<file path="config.mk">
export PLATFORM = sky130hd
export DESIGN_NAME = divider_flat
export DESIGN_NICKNAME = d
export VERILOG_FILES = /design/src/rtl/divider_if.sv /design/src/rtl/divider.sv /design/src/flat_wrapper.sv
export SDC_FILE = /design/constraint.sdc
export NUM_CORES = 1
export LEC_CHECK = 0
export ABC_AREA = 1
export ABC_CLOCK_PERIOD_IN_PS = 4860
export CORE_AREA = 2 2 99 63
export CTS_CLUSTER_DIAMETER = 60
export DETAILED_ROUTE_END_ITERATION = 6
export DIE_AREA = 0 0 101 65
export GPL_ROUTABILITY_DRIVEN = 0
export HOLD_SLACK_MARGIN = 0.15
export PLACE_DENSITY = 0.46
export SYNTH_ARGS = -nofsm -noshare
export SYNTH_HDL_FRONTEND = slang
export SYNTH_SLANG_ARGS = --single-unit
export TNS_END_PERCENT = 100
</file>
<file path="constraint.sdc">
create_clock -name clk -period 4.86 [get_ports clk]
set_input_delay 0.729 -clock clk [delete_from_list [all_inputs] [get_ports clk]]
set_output_delay 0.729 -clock clk [all_outputs]
set_load 0.005 [all_outputs]
</file>
<file path="src/rtl/divider_if.sv">
// Start/done handshake bundle for the sequential restoring divider.
// The requester drives start/P/B; the divider answers with Q/R/busy/done/dbz.
// Handshake: start is sampled only when the divider is idle or showing done.
// done pulses for one cycle exactly when Q/R/dbz take new values.
interface divider_if;
    logic       start;
    logic [5:0] P;
    logic [2:0] B;
    logic [5:0] Q;
    logic [2:0] R;
    logic       busy;
    logic       done;
    logic       dbz;
    logic [1:0] state;

    modport master (
        output start, P, B,
        input  Q, R, busy, done, dbz, state
    );

    modport slave (
        input  start, P, B,
        output Q, R, busy, done, dbz, state
    );
endinterface

</file>
<file path="src/rtl/divider.sv">
// Sequential restoring divider, 6-bit dividend by 3-bit divisor.
// Retires one quotient bit per clock; results held until the next completion.
module divider (
    input  logic     clk,
    input  logic     rst,
    divider_if.slave io
);
    typedef enum logic [1:0] {
        IDLE = 2'd0,
        RUN  = 2'd1,
        DONE = 2'd2
    } state_t;

    state_t     state;
    state_t     state_nxt;

    logic [5:0] dividend;
    logic [2:0] divisor;
    logic [3:0] rem;
    logic [5:0] quo;
    logic [2:0] cnt;

    logic [5:0] q_reg;
    logic [2:0] r_reg;
    logic       dbz_reg;

    logic       accept;
    logic       last_iter;
    logic [3:0] trial;
    logic       ge;
    logic [3:0] rem_nxt;
    logic [5:0] quo_nxt;

    assign accept    = io.start && (state == IDLE || state == DONE);
    assign last_iter = (state == RUN) && (cnt == 3'd5);

    // One restoring step: the partial remainder stays below 14, so 4 bits suffice.
    always_comb begin
        trial   = {rem[2:0], dividend[5]};
        ge      = (trial >= {1'b0, divisor});
        rem_nxt = ge ? (trial - {1'b0, divisor}) : trial;
        quo_nxt = {quo[4:0], ge};
    end

    always_comb begin
        state_nxt = state;
        case (state)
            IDLE:    if (io.start) state_nxt = RUN;
            RUN:     if (cnt == 3'd5) state_nxt = DONE;
            DONE:    state_nxt = io.start ? RUN : IDLE;
            default: state_nxt = IDLE;
        endcase
    end

    always_ff @(posedge clk) begin
        if (rst) begin
            state <= IDLE;
        end else begin
            state <= state_nxt;
        end
    end

    always_ff @(posedge clk) begin
        if (rst) begin
            dividend <= 6'd0;
            divisor  <= 3'd0;
            rem      <= 4'd0;
            quo      <= 6'd0;
            cnt      <= 3'd0;
        end else if (accept) begin
            dividend <= io.P;
            divisor  <= io.B;
            rem      <= 4'd0;
            quo      <= 6'd0;
            cnt      <= 3'd0;
        end else if (state == RUN) begin
            dividend <= {dividend[4:0], 1'b0};
            rem      <= rem_nxt;
            quo      <= quo_nxt;
            cnt      <= last_iter ? 3'd0 : cnt + 3'd1;
        end
    end

    // Results move only on the completion edge; a zero divisor forces the all-ones quotient.
    always_ff @(posedge clk) begin
        if (rst) begin
            q_reg   <= 6'd0;
            r_reg   <= 3'd0;
            dbz_reg <= 1'b0;
        end else if (last_iter) begin
            if (divisor == 3'd0) begin
                q_reg   <= 6'h3F;
                r_reg   <= 3'd0;
                dbz_reg <= 1'b1;
            end else begin
                q_reg   <= quo_nxt;
                r_reg   <= rem_nxt[2:0];
                dbz_reg <= 1'b0;
            end
        end
    end

    assign io.Q     = q_reg;
    assign io.R     = r_reg;
    assign io.dbz   = dbz_reg;
    assign io.busy  = (state == RUN);
    assign io.done  = (state == DONE);
    assign io.state = state;
endmodule

</file>
<file path="src/flat_wrapper.sv">
// flat-port wrapper written by rule: the top's interface ports become plain ports
module divider_flat 
  (clk, rst, io_start, io_P, io_B, io_Q, io_R, io_busy, io_done, io_dbz, io_state);
  divider_if io_i ();
  input  logic clk;
  input  logic rst;
  input wire logic [$bits(io_i.start)-1:0] io_start;
  input wire logic [$bits(io_i.P)-1:0] io_P;
  input wire logic [$bits(io_i.B)-1:0] io_B;
  output wire logic [$bits(io_i.Q)-1:0] io_Q;
  output wire logic [$bits(io_i.R)-1:0] io_R;
  output wire logic [$bits(io_i.busy)-1:0] io_busy;
  output wire logic [$bits(io_i.done)-1:0] io_done;
  output wire logic [$bits(io_i.dbz)-1:0] io_dbz;
  output wire logic [$bits(io_i.state)-1:0] io_state;
  assign io_i.start = io_start;
  assign io_i.P = io_P;
  assign io_i.B = io_B;
  assign io_Q = io_i.Q;
  assign io_R = io_i.R;
  assign io_busy = io_i.busy;
  assign io_done = io_i.done;
  assign io_dbz = io_i.dbz;
  assign io_state = io_i.state;
  divider u_core (.clk(clk), .rst(rst), .io(io_i));
endmodule
</file>
==> summary.txt <==
Routing
  – Via density: 4.275
  – Via Count: 1150
  – 1st-pass router iterations: 4
  – Antenna viol nets, final: 0
  – Wirelength per Cell: 11.58 um
  – DRC: 0
  – DRT iter0 DRCs: 72
  – WL final: 3.114 mm

Synth
  – Distinct cells, synth: 28
  – Syn Area/Cell: 8.096 um^2
  – Post-Synthesis Cell Area: 1360 um^2
  – Seq/Total Area, Yosys: a little under half
  – Synthesized flop and latch total: 32
  – Number of synthesized flops with an enable pin: 0
  – Async set-reset flop share out of synthesis: 0%
  – Syn_nets: about 190
  – Yosys warns: 0
  – Ys flop type: dfxtp_1
  – Syn Inst Count: 168

Worst setup path
  – CP Cell Sequence: inv_1, nor2_1, clkdlybuf4s50_1
  – Crit path max-delay cell type: clkdlybuf4s50_1
  – Crit path DAT: 1.94 ns
  – Critical path type: reg2out
  – Critical Path Sink Type: primary output
  – WP data required: 4.13 ns
  – CP max FO: 11
  – Startpoint Class: flop
  – Crit path max-delay family: buffers and inverters
  – Buffers plus inverters on the worst setup path: 2
  – Crit-path max cell delay: between 0.6 and 0.7 ns

Finish
  – Fraction of layout cells with a size suffix above 1: under 10%
  – Area grow syn2layout: 30.17%
  – Multi-input logic area: 603.1 um^2
  – # diodes: 0
  – Register Area: 640.6 um^2
  – Final core occ: a little under a third
  – Nets: 214
  – Non-filler instance count after layout: 269
  – Fillcell total: 628

Place
  – Pre-CTS WS: 2.451 ns
  – I/O Buffers: 25
  – Placed Cells: 261
  – DP Wirelength: 2.292 mm

STA
  – Fmax: around 380 MHz
  – Period utilization: approximately 55%
  – Setup-failing EPs final: 0
  – Min cycle time layout: ~2.7 ns
  – Fin Hold WS: 0.4661 ns
  – RSZ-0062 raised after global routing: no
  – Setup TNS Final: 0 ns
  – Final setup margin: 2.195 ns
  – Tightest Pin Transition: 0.6832 ns
  – Clock skew: 0.003795 ns
  – Fin. max-slew vios: 0
  – Max-Slew Margin vs Limit: 54.29%
  – Final Hold Viols: 0

Global route
  – Total GRT Usage: 10.27%
  – Grt ovf: 0
  – Largest net degree at the start of global routing: 19
  – Vias in the first global route: 1040
  – First-pass GRT wire length: just over 5 mm
  – Initial antenna violation count: 0

Floorplanning
  – Initial Utilization: 23.53%
  – IO Count: 26
  – # rows: 22
  – Die area: about 6600 um^2
  – Core box area: 5781 um^2
  – Die width: slightly above 100 um
  – Die Y: 65 um

Clock tree
  – H-tree depth: 2
  – Post-CTS Resized: 0
  – Setup Buffers After CTS: 0
  – Post-CTS Hold Buffers: 0
  – Clock latency on the worst-skew pair: 0.27 ns
  – TritonCTS clock tree: done
  – Root buf cell: clkbuf_8
  – Clock-pin transition on the worst setup and hold timing paths: 0.06 ns
  – Clk sinks: 32
  – Total CTS buffers: 5
  – Max clock buf depth: 2

Run status
  – Status: complete, no violations

Pwr
  – PD cells: between 300 and 400 nW/um^2
  – Maximum vdd ir drop: around 94 uV
  – Leakage power: 0.0007254 uW

Worst hold path
  – Hold crit path type: reg2reg

Run
  – Max cap viols: 0
==> path summary, 6_finish.rpt <==
check	start	end	slack, ns	cells past startpoint
max	u_core.io.state[0]	io_busy	2.20	3
min reg2reg	u_core.io.R[0]	u_core.io.R[0]	0.47	2
min	u_core.io.R[0]	u_core.io.R[0]	0.47	2
max reg2reg	u_core.dividend[5]	u_core.rem[0]	2.98	11
==> report_power, final <==
part | leakage [uW] | internal, uW | switching (uW)
logic | 0.000419 | 33.7 | 51.5
clock network | 0.0000455 | 115 | 90.3
registers | 0.000261 | 275 | 7.14
==> per-stage QoR <==
step	total power (uW)	instance area (um^2)
2_1_floorplan	346.1	1360
3_3_place_gp	374.2	1680
3_5_place_dp	372.4	1680
4_1_cts	580.9	1770
5_1_grt	607.9	1770
6_report	572.8	1770
==> final cells by class <==
type	instances	share of cell area, %
clock buffer	8	5.088
tap	72	5.088
timing repair buffer	25	14.13
multi-input combinational	107	34.06
inverter	25	5.442
sequential	32	36.18
==> kinds of logic after synthesis <==
logic type                 after synthesis  share of synthesized area [%]
AOI/OAI and AO/OA                       51                          20.70
and+or+nand+nor                         49                          16.93
DFF                                     32                          47.10
buffers and inverters                   29                          8.555
adders and majority gates                6                          6.072
xor gates and xnor gates                 1                         0.6441
==> metal layers <==
layer	vias up	routed length (um)	part of all wire (%)	GRT usage, %
li1	609	-	-	-
met2	30	1117	36	13.25
met5	-	0	0	0
met3	5	205	6.6	3.560
met4	0	38	1.2	3.547
met1	506	1752	56	15.39
==> cells in the final DEF (no fill, tap or decap), types with 2 or more instances in the layout <==
master and instances:
nand2_2 2, a21oi_1 20, ha_1 5, a221oi_1 2, dfxtp_1 32, inv_1 23
nand2_1 23, nand3_1 5, clkbuf_1 2, clkbuf_8 6, nor2_1 14, o21ai_0 22
a211oi_1 3, clkdlybuf4s50_1 25
==> worst reg2reg max path, delay by kind of cell, from the launching register on <==
family        cells  cell delay [ns]
fa+ha+maj         2             0.67
flops             1             0.30
simple gates      7             0.69
buf+inv           2             0.12
==> cell usage after synthesis, types with 2 or more instances <==
library cell	number	area, um^2
nand3_1	5	25.02
dfxtp_1	32	640.6
ha_1	5	62.56
nand2_2	2	12.51
a221oi_1	2	17.52
nor2_1	14	52.55
inv_1	23	86.33
a211oi_1	3	22.52
nand2_1	23	86.33
a21oi_1	20	100.1
o21ai_0	22	110.1
Note: power is estimated with default switching activity, not from simulation.
